==> src/rtl/coin_input_conditioner.sv <==
// coin_input_conditioner
//   Conditions four raw, asynchronous, bouncing contacts for the vending FSM.
//   Each contact is synchronized, debounced, and then edge-detected on its
//   0->1 transition. The FSM receives a single-cycle one-hot event on x.
//   If two or more events arrive on the same cycle, all of them are dropped
//   and a single coin_reject pulse is raised instead.
//
// Parameters
//   DEBOUNCE_CYCLES : number of consecutive cycles a synchronized input must
//                     differ from its debounced level before that level
//                     changes (2..65535)
//
// Ports
//   clk         : clock for all state
//   reset_n     : asynchronous, active-low reset
//   btn_raw     : raw contacts, active-high
//                 [3]=5c, [2]=10c, [1]=25c, [0]=item_taken
//   x           : registered one-hot event pulse, same bit mapping as btn_raw
//   coin_reject : registered pulse when simultaneous events were discarded
module coin_input_conditioner #(
  parameter int unsigned DEBOUNCE_CYCLES = 4
) (
  input  logic       clk,
  input  logic       reset_n,
  input  logic [3:0] btn_raw,
  output logic [3:0] x,
  output logic       coin_reject
);

  localparam int unsigned CW = (DEBOUNCE_CYCLES > 1) ? $clog2(DEBOUNCE_CYCLES) : 1;
  localparam logic [CW-1:0] CNT_MAX = CW'(DEBOUNCE_CYCLES - 1);

  logic [3:0]         r_sync1;
  logic [3:0]         r_sync2;
  logic [3:0]         r_deb;
  logic [3:0][CW-1:0] r_cnt;
  logic [3:0]         r_rise;

  logic [3:0]         w_deb_nxt;
  logic [3:0][CW-1:0] w_cnt_nxt;
  logic [3:0]         w_rise_nxt;
  logic               w_any_rise;
  logic               w_multi_rise;

  // Per-bit debounce.
  // The counter only advances while the input disagrees with the accepted
  // level. Any agreement clears it, so short glitches never accumulate.
  // Reaching CNT_MAX commits the new level, which keeps the counter from
  // wrapping.
  always_comb begin
    w_deb_nxt  = r_deb;
    w_cnt_nxt  = r_cnt;
    w_rise_nxt = '0;
    for (int unsigned i = 0; i < 4; i++) begin
      if (r_sync2[i] == r_deb[i]) begin
        w_cnt_nxt[i] = '0;
      end else if (r_cnt[i] == CNT_MAX) begin
        w_deb_nxt[i]  = r_sync2[i];
        w_cnt_nxt[i]  = '0;
        w_rise_nxt[i] = r_sync2[i];
      end else begin
        w_cnt_nxt[i] = r_cnt[i] + 1'b1;
      end
    end
  end

  // More than one bit is set exactly when clearing the lowest set bit
  // leaves something behind.
  assign w_any_rise   = |r_rise;
  assign w_multi_rise = |(r_rise & (r_rise - 4'd1));

  always_ff @(posedge clk or negedge reset_n) begin
    if (!reset_n) begin
      r_sync1     <= '0;
      r_sync2     <= '0;
      r_deb       <= '0;
      r_cnt       <= '0;
      r_rise      <= '0;
      x           <= '0;
      coin_reject <= 1'b0;
    end else begin
      r_sync1     <= btn_raw;
      r_sync2     <= r_sync1;
      r_deb       <= w_deb_nxt;
      r_cnt       <= w_cnt_nxt;
      r_rise      <= w_rise_nxt;
      x           <= (w_any_rise && !w_multi_rise) ? r_rise : 4'b0000;
      coin_reject <= w_multi_rise;
    end
  end

endmodule
==> config.mk <==
export PLATFORM = sky130hd
export DESIGN_NAME = coin_input_conditioner
export DESIGN_NICKNAME = d
export VERILOG_FILES = /design/src/rtl/coin_input_conditioner.sv
export SDC_FILE = /design/constraint.sdc
export NUM_CORES = 1
export LEC_CHECK = 0
export CORE_UTILIZATION = 28
export CTS_BUF_LIST = sky130_fd_sc_hd__clkbuf_4 sky130_fd_sc_hd__clkbuf_8
export DETAILED_ROUTE_END_ITERATION = 10
export PLACE_DENSITY = 0.53
export REMOVE_ABC_BUFFERS = 1
export SYNTH_ARGS = -nofsm -noshare
export SYNTH_HDL_FRONTEND = slang
export SYNTH_SLANG_ARGS = --single-unit
==> constraint.sdc <==
create_clock -name clk -period 1 [get_ports clk]
set_clock_uncertainty 0.15 [all_clocks]
set_input_delay 0.2 -clock clk [delete_from_list [all_inputs] [get_ports clk]]
set_output_delay 0.2 -clock clk [all_outputs]
set_load 0.1 [all_outputs]
======== Word level (Yosys, flattened, before mapping) ========
Index checks and enable logic that the tools add are counted.
word-level totals
  bits in registers ....................... 29
  input port bits ......................... 6
  output and inout bits ................... 5
  word-level logic and storage cells ...... 56
cells by class
  add/sub/neg operators ................... 5
  eq/ne operators ......................... 8
  multiplexer cells ....................... 17
  bitwise gates (word level) .............. 5
  reductions and logical operators ........ 8
operators by type and width
  kind                                              number
  2-to-1 mux 2 bit                                  8
  adder 2 x 1 -> 2 bit, second input constant       4
  equality test 2 bit, second input constant        4
  2-to-1 mux 1 bit                                  8
  AND reduction 2 bit                               4
  OR reduction 4 bit                                2
  AND 4 bit                                         1
  equality test 1 bit                               4
  2-to-1 mux 4 bit                                  1
  NOT 1 bit                                         4
  subtractor 4 x 1 -> 4 bit, second input constant  1
  logical AND 1 bit                                 1
  logical NOT 1 bit                                 1

======== Logic depth before layout (Yosys ltp) ========
Gate-level depths: netlist (run 1).
  depth after elaboration ................. 6
  mapped depth ............................ 3
  mapped depth without buffers ............ 3

======== Worst setup path after synthesis (run 1) ========
No wires, ideal clock.
  path kind ............................... reg-to-output
  start point ............................. register coin_reject
  end point ............................... output coin_reject
  data arrival time ....................... 883 ps
  data required time ...................... 650 ps
  slack ................................... -233 ps
  cell stages (with the launch flop) ...... 1
  buffers on the path ..................... 0
  cell sequence ........................... dfrtp_1
RTL lines
  what                    line  source
  from (decl)             27    output logic coin_reject
  from (signal assigned)  88    coin_reject <= w_multi_rise;
No word-level cell between the ends.

======== Worst setup path in the final report (run 1) ========
  start point ............................. register coin_reject
  end point ............................... output coin_reject
No word-level cell between the ends.

==> results by group, run 1 <==
Timing
  • Worst slew pin tran: 0.308 ns
  • Final Max Tran Viols: 0
  • Final number of hold-violating endpoints: 0
  • Final setup vio count: 18
  • Final Cycle Share: 125%
  • Min cycle time layout: 1.25 ns
  • Worst slew margin: between 70% and 80%
  • RSZ-0062 raised after global routing: yes
  • Setup Total Neg Slack: -1.88 ns
  • Fmax: about 0.80 GHz
  • Final worst slack: -0.246 ns

Critical path
  • Critical path buffers and inverters: 1
  • Setup CP Type: register to output port
  • Crit-path cells: buf_12
  • Slowest CP cell: dfrtp_1
  • Crit. End Element: output port
  • CP max stage delay: about 0.41 ns
  • Top delay family on crit path: flip-flops
  • CP max FO: 1
  • Required @ worst endpoint: approximately 0.65 ns
  • Worst path arrival time: 0.90 ns
  • Startpoint Class: register

Detailed routing
  • Residual DRC: 0
  • Wire length on met3: 76 um
  • Iteration count of the initial detailed-routing pass: 2
  • Routed WL: 1.64 mm
  • Routed vias/inst: 4.45
  • DR iter-0 viols: 15
  • Final ANT Viol Nets: 0
  • WL met1: 613 um
  • WL/cell: approximately 12 um
  • Vias: just over 600
  • Top sig layer: met4
  • WL met2: 896 um

Die
  • Core Footprint: about 3300 um2
  • IO Pins: 11
  • Full die area: roughly 3700 um2
  • Chip width: about 61 um
  • Std-Cell Rows: 21
  • Initial core utilization: 29.4%
  • Die height: about 61 um

Pwr
  • Leakage: 0.687 nW
  • Final total power: 3.72 mW
  • Pwr/cell area: 2410 nW/um2
  • Worst vdd ir: 1.01 mV

Global route
  • Largest net degree at the start of global routing: 30
  • Total GRT Usage: 11.2%
  • Vias in the first global route: roughly 670
  • Antenna violations before repair: 0
  • Overflow after GRT: 0
  • Wire length of the first global-routing pass: 2.77 mm

Flow run
  • Max-Cap Viols: 0

Synth
  • Dominant cells by area after synthesis: dfrtp_1 74%, ha_1 5.1%, nor4b_1 3.6%
  • Async SR Flop Fraction: 100%
  • Most used DFF post-synth: dfrtp_1
  • Largest family of logic cells by synthesized area: simple AND/OR/NAND/NOR gates
  • Synthesized flop and latch total: 29
  • Mux share of post-synthesis cell area: under 10%
  • Unique masters post-synth: 13
  • Post-synth top area cell: dfrtp_1
  • Cells after Synth: 64
  • Simple-gate portion of the synthesized area: a little under an eighth
  • Post-Syn Area per Cell: around 15 um2
  • Post-synth EDFFs: 0
  • Post-synthesis xor/xnor area fraction: under 10%
  • Post-synth top area share: around 74%
  • Count leader, synth: dfrtp_1
  • Post-Synth Adder-Cell Area: 5.10%
  • Ys Warns: 0
  • Post-synthesis compound-gate area fraction: 2.55%
  • Seq/Total Area, Yosys: 73.9%
  • Syn Std Cell Area: 982 um2

Place
  • PortBufs: 10
  • Post-DP HPWL: roughly 850 um
  • Placed Cells: 121
  • DP Area: 1210 um2
  • Final GP Congestion: just over 0.6

Cells and area
  • Layout Cells excl Fill: 136
  • Fin area: 1540 um2
  • Area delta synth->final: 56.9%
  • Fin util: a little under half
  • Nets: 100
  • Ant. Diodes: 0
  • Share of layout cells above drive strength 1: 57.8%

Outcome
  • Outcome: complete, but fails checks
  • Failing checks: negative setup slack

Clocking
  • H-tree level count: 2
  • TritonCTS sink count: 29
  • Maximum clock path buffer count: 2
  • CTS Buf Count: 5
  • CTS tree: done
  • CTS root buffer: clkbuf_4
  • Reg clk slew, reported paths: 0.09 ns
  • Worst skew pair latency: ~0.32 ns

Min path
  • Hold Path Class: input pin to asynchronous set/reset pin
==> flip-flops by register name (all words and copies together) (netlist names) <==
name and flops:
coin_reject 1, r_deb 4, x 4, r_sync1 4
r_cnt 8, r_sync2 4, r_rise 4
==> cell type report <==
cell class / instances / area, um2
repair buffers: 19 / 238
multi-input cells: 33 / 449
well taps: 46 / 57.6
inverters: 2 / 7.51
clock buffers: 7 / 58.8
flip-flops and latches: 29 / 731
fillers: 300 / 1800
==> power breakdown <==
| part | switching, mW | leakage [nW] | total, mW | internal [mW] |
|---|---|---|---|---|
| Combinational | 0.492 | 0.288 | 1.30 | 0.804 |
| Clock | 0.365 | 0.0348 | 0.724 | 0.358 |
| Sequential | 0.274 | 0.364 | 1.70 | 1.43 |
| Total | 1.13 | 0.687 | 3.72 | 2.59 |
==> cells by family after synthesis <==
group / count (synthesis)
muxes: 2
xor gates and xnor gates: 4
AOI/OAI and AO/OA: 4
and+or+nand+nor: 19
DFF: 29
adders and majority gates: 4
buffers and inverters: 2
==> cell usage in the layout, fill, tap and decap left out <==
cell	count
a211oi_2	2
nand2_4	1
nor4b_4	1
inv_1	2
nor2_1	3
clkdlybuf4s50_1	5
mux2_4	2
clkbuf_8	1
dfrtp_1	25
xnor2_2	4
nor3_2	2
clkbuf_4	6
and3b_1	2
dfrtp_2	4
buf_6	2
buf_4	6
nor3_1	1
nor2b_4	4
nor4b_2	3
nand2_2	1
buf_12	6
nor3_4	1
o21ai_2	2
ha_4	4
==> routing by layer <==
metal	global-route usage, %	vias up
met4	9.74	0
met3	4.41	8
met5	0	-
met1	10.9	309
met2	18.5	15
li1	-	273
==> worst paths after layout <==
path                                  start          end  slack, ns  cells after the start
worst max register to register     r_cnt[4]     r_deb[2]      -0.15                      2
worst min register to register   r_sync1[3]   r_sync2[3]       0.19                      0
min in group clk                 btn_raw[1]   r_sync1[1]       0.17                      1
worst max-delay path            coin_reject  coin_reject      -0.25                      1
worst min-delay path                reset_n   r_sync2[3]       0.08                      2
max in group asynchronous           reset_n    r_rise[1]       0.45                      2
==> repair_timing <==
item                       in CTS  in global routing
setup endpoints to repair      23                 24
gates resized for setup        27                 15
cloned                          0                  0
hold buffers                    0                  0
pin swaps                      10                  4
buffers inserted                6                  2
==> metrics by stage <==
step	worst slack [ns]	hold WS [ns]
after floorplan	-0.233	-0.246
after global placement	-0.110	0.183
after detailed placement	-0.150	0.185
after CTS	-0.262	0.0791
after global routing	-0.287	0.0767
final	-0.246	0.0759
Note: power is estimated with default switching activity, not from simulation.
==> inputs of run 2 (changes only) <==
--- a/config.mk
+++ b/config.mk
@@ -5,10 +5,10 @@
 export SDC_FILE = /design/constraint.sdc
 export NUM_CORES = 1
 export LEC_CHECK = 0
-export CORE_UTILIZATION = 28
+export CORE_UTILIZATION = 50
 export CTS_BUF_LIST = sky130_fd_sc_hd__clkbuf_4 sky130_fd_sc_hd__clkbuf_8
 export DETAILED_ROUTE_END_ITERATION = 10
-export PLACE_DENSITY = 0.53
+export PLACE_DENSITY = 0.81
 export REMOVE_ABC_BUFFERS = 1
 export SYNTH_ARGS = -nofsm -noshare
 export SYNTH_HDL_FRONTEND = slang
==> results by group, run 2 (synthesized netlist as in run 1, its figures left out) <==
Pwr
  • Leakage: approximately 0.67 nW
  • Worst vdd ir: approximately 1.9 mV
  • Final total power: 3.78 mW
  • Pwr/cell area: 2480 nW/um2

Cells and area
  • Share of layout cells above drive strength 1: 57.3%
  • Largest register FFs: 8
  • Most common cell after layout, fill and taps aside: dfrtp_1
  • Area delta synth->final: 55.4%
  • Ant. Diodes: 0
  • Fin area: 1530 um2
  • FF/Latch Area: 732 um2
  • Filler cell count in the final layout: 70
  • Top reg by flops: r_cnt
  • Multi-input gate area: 473 um2
  • Fin util: 85.6%
  • Nets: 98
  • Most frequent cells in the layout: 24 x dfrtp_1, 8 x clkbuf_4, 6 x buf_12

Outcome
  • Outcome: complete, but fails checks
  • Failing checks: negative setup slack

Timing
  • Final Cycle Share: 126%
  • Fmax: 0.795 GHz
  • Worst slew margin: 81.8%
  • Worst slew pin tran: approximately 0.27 ns
  • Setup Total Neg Slack: -2.36 ns
  • Final number of hold-violating endpoints: 0
  • Final setup vio count: 22
  • RSZ-0062 raised after global routing: yes
  • Final worst slack: -0.257 ns
  • Final Max Tran Viols: 0
  • Min cycle time layout: 1.26 ns

Min path
  • Hold Path Class: input pin to asynchronous set/reset pin

Global route
  • Antenna violations before repair: 0
  • Largest net degree at the start of global routing: 30
  • Total GRT Usage: a little under a fifth
  • Vias in the first global route: 588
  • Wire length of the first global-routing pass: 2.59 mm
  • Overflow after GRT: 0

Die
  • IO Pins: 11
  • Chip width: 46.3 um
  • Core Footprint: 1780 um2
  • Full die area: 2150 um2
  • Die height: 46.3 um
  • Initial core utilization: 55.1%
  • Std-Cell Rows: 15

Critical path
  • Worst path arrival time: 0.91 ns
  • CP max stage delay: approximately 0.42 ns
  • Crit-path cells: buf_12
  • Setup CP Type: register to output port
  • Critical path buffers and inverters: 1
  • Startpoint Class: register
  • Crit path launch: coin_reject
  • RR Startpoint: r_cnt[4]
  • Top delay family on crit path: flip-flops
  • Slowest CP cell: dfrtp_1
  • CP max FO: 1
  • Required @ worst endpoint: 0.65 ns
  • Crit. End Element: output port

Place
  • PortBufs: 10
  • Place WS: -0.156 ns
  • Final GP Congestion: 0.719
  • Post-DP HPWL: 902 um
  • DP Area: 1180 um2

Detailed routing
  • Iteration count of the initial detailed-routing pass: 5
  • DR iter-0 viols: 5
  • Routed WL: 2.03 mm
  • Routed vias/inst: ~5
  • WL/cell: 17.8 um
  • Final ANT Viol Nets: 0
  • Vias: 586
  • Residual DRC: 0

Clocking
  • CTS root buffer: clkbuf_4
  • Reg clk slew, reported paths: 0.09 ns
  • Worst skew pair latency: 0.31 ns
  • Maximum clock path buffer count: 2
  • CTS tree: done
  • H-tree level count: 2
  • CTS Buf Count: 5
  • TritonCTS sink count: 29

Flow run
  • Max-Cap Viols: 0
## run 2: cell types whose count changed in the layout (fill, tap and decap cells not counted), moves of 2 or more
cell      change
buf_4         -2
clkbuf_4      +2
nor4b_2       -2
nor4b_4       +2
## run 2: per-stage QoR
step	hold WS, ns	instances
after detailed placement	0.185	100
after global placement	0.183	100
after global routing	0.108	114
after floorplan	-0.246	64
final	0.117	114
after CTS	0.104	112
## run 2: final cells by class
cell class	count	share of cell area [%]
Multi-Input combinational cell	33	31.0
Clock buffer	8	3.93
Timing Repair Buffer	17	14.6
Sequential cell	29	48.0
Inverter	2	0.492
Tap cell	25	2.05
## run 2: routing by layer
layer	global-route usage, %	vias to the layer above	part of all wire (%)	routed length (um)
li1	-	269	-	-
met1	21.2	296	37	747
met2	30.3	17	58	1180
met3	7.06	4	2.7	54
met4	12.9	0	2.1	43
met5	0	-	0	0
## run 2: worst paths after layout
path	end	slack, ns	cells after the start
hold / removal	x[1]	0.12	2
min in group clk	r_sync1[0]	0.18	1
setup / recovery	coin_reject	-0.26	1
hold reg to reg	r_sync2[3]	0.20	0
max in group asynchronous	r_deb[2]	0.40	2
setup reg to reg	r_deb[2]	-0.16	2
## run 2: power breakdown
part / internal [mW] / switching [mW]
registers: 1.43 / 0.309
clock network: 0.361 / 0.354
logic: 0.787 / 0.541
total: 2.58 / 1.20
## run 2: what timing repair did
| action | in CTS | in global routing |
|---|---|---|
| hold buffers | 0 | 0 |
| cloned | 0 | 0 |
| resized for setup | 28 | 19 |
| pin swaps | 9 | 10 |
| endpoints found under the setup margin | 24 | 24 |
| buffers inserted | 4 | 2 |
==> inputs of run 3 (changes only) <==
--- a/config.mk
+++ b/config.mk
@@ -8,6 +8,7 @@
 export CORE_UTILIZATION = 50
 export CTS_BUF_LIST = sky130_fd_sc_hd__clkbuf_4 sky130_fd_sc_hd__clkbuf_8
 export DETAILED_ROUTE_END_ITERATION = 10
+export MAX_ROUTING_LAYER = met4
 export PLACE_DENSITY = 0.81
 export REMOVE_ABC_BUFFERS = 1
 export SYNTH_ARGS = -nofsm -noshare
==> results by group, run 3 (synthesized netlist as in run 1, its figures left out) <==
Outcome
  • Outcome: complete, but fails checks
  • Failing checks: negative setup slack

Clocking
  • Worst skew pair latency: 0.32 ns
  • CTS Buf Count: 5
  • TritonCTS sink count: 29
  • Maximum clock path buffer count: 2
  • H-tree level count: 2
  • Reg clk slew, reported paths: ~0.090 ns
  • CTS root buffer: clkbuf_4
  • Hold-fix buffers, CTS: 0
  • CTS tree: done

Place
  • Placed Cells: 100
  • DP Area: ~1200 um2
  • PortBufs: 10
  • Place WS: -0.156 ns
  • Final GP Congestion: 0.728
  • Post-DP HPWL: ~900 um

Pwr
  • Int Pwr: between 2 and 3 mW
  • Comb pwr share: about a third
  • Leakage: roughly 0.67 nW
  • Reg power frac: 45.9%
  • Net Sw Frac: 32.1%
  • Clock share of power: a little under a fifth
  • Pwr/cell area: 2480 nW/um2
  • Net Sw Power: 1.22 mW
  • Worst vdd ir: 1.88 mV

Cells and area
  • Area delta synth->final: 55.4%
  • Share of layout cells above drive strength 1: 57.3%
  • Fin area: 1530 um2
  • Most common cell after layout, fill and taps aside: dfrtp_1
  • Largest register FFs: 8
  • Most frequent cells in the layout: 24 x dfrtp_1, 8 x clkbuf_4, 6 x buf_12
  • Nets: ~100
  • Top reg by flops: r_cnt
  • Layout Cells excl Fill: between 100 and 150
  • Ant. Diodes: 0

Timing
  • Final worst slack: -0.264 ns
  • Fmax: between 0.7 and 0.8 GHz
  • Worst Hold Slack: 0.105 ns
  • RSZ-0062 raised after global routing: yes
  • Worst slew margin: 81.9%
  • Min cycle time layout: 1.26 ns
  • Worst slew pin tran: 0.270 ns
  • Final number of hold-violating endpoints: 0
  • Final setup vio count: 22
  • Final Max Tran Viols: 0
  • Final Cycle Share: 126%

Global route
  • Overflow after GRT: 0
  • Wire length of the first global-routing pass: 2.59 mm
  • Antenna violations before repair: 0
  • Total GRT Usage: about 20%
  • Vias in the first global route: slightly below 600
  • Largest net degree at the start of global routing: 30

Die
  • Core Footprint: about 1800 um2
  • Die height: 46.3 um
  • Full die area: 2150 um2
  • Chip width: 46.3 um
  • Std-Cell Rows: 15
  • Initial core utilization: 55.1%
  • IO Pins: 11

Detailed routing
  • WL/cell: about 18 um
  • Routed vias/inst: 5.30
  • Vias: 604
  • DR iter-0 viols: 3
  • Iteration count of the initial detailed-routing pass: 4
  • Residual DRC: 0
  • Final ANT Viol Nets: 0
  • Routed WL: 2.04 mm

Critical path
  • Startpoint Class: register
  • CP max FO: 1
  • Crit-path cells: buf_12
  • Critical path buffers and inverters: 1
  • FF-to-FF path depth: 2
  • RR Startpoint: r_cnt[4]
  • Worst flop-to-flop path endpoint: r_deb[2]
  • CP max stage delay: 0.42 ns
  • Setup CP Type: register to output port
  • Worst path arrival time: 0.91 ns
  • Crit. End Element: output port
  • Top delay family on crit path: flip-flops
  • Slowest CP cell: dfrtp_1
  • Reg2reg setup slack: -0.16 ns
  • Required @ worst endpoint: roughly 0.65 ns

Flow run
  • Max-Cap Viols: 0

Min path
  • Hold Path Class: input pin to asynchronous set/reset pin
-- run 3: power by group through the flow --
stage                     Sequential, mW  Combinational, mW  Clock [mW]
after floorplan                     1.66              0.359           0
after global placement              1.59              0.599           0
after detailed placement            1.61              0.641           0
after CTS                           1.68              0.922       0.724
after global routing                1.76               1.43       0.806
final                               1.74               1.33       0.726
-- run 3: per-stage QoR --
stage	setup TNS [ns]	util [%]	total power, mW
6_report	-2.39	85.6	3.79
5_1_grt	-3.05	85.6	3.99
4_1_cts	-1.88	79.2	3.32
3_5_place_dp	-0.935	66.4	2.26
3_3_place_gp	-0.398	66.4	2.19
2_1_floorplan	-1.46	-	2.02
-- run 3: final cells by class --
type | instances | area (um2)
clock buffer | 8 | 60.1
fill | 70 | 256
inverter | 2 | 7.51
multi-input combinational | 33 | 473
sequential | 29 | 732
tap | 25 | 31.3
timing repair buffer | 17 | 223
-- run 3: repair_timing --
action | 4_1_cts | 5_1_grt
hold endpoints to repair | 0 | 0
endpoints found under the setup margin | 24 | 24
gates resized for setup | 28 | 19
setup buffers | 4 | 2
pin swaps | 9 | 10
-- run 3: per-layer routing --
metal / global-route usage [%] / vias to the layer above / routed length (um)
met5: - / - / 0
met4: 11.2 / 0 / 79
met3: 9.41 / 8 / 81
met2: 30.3 / 22 / 1150
met1: 21.2 / 304 / 727
li1: - / 270 / -
-- run 3: worst max path at each step --
stage / startpoint / end / slack [ns] / cells after the start
final: coin_reject / coin_reject / -0.26 / 1
after global routing: x[0] / x[0] / -0.30 / 1
after CTS: x[3] / x[3] / -0.25 / 1
after detailed placement: r_cnt[6] / r_deb[3] / -0.16 / 2
after global placement: r_cnt[6] / r_deb[3] / -0.11 / 2
after floorplan: coin_reject / coin_reject / -0.23 / 0
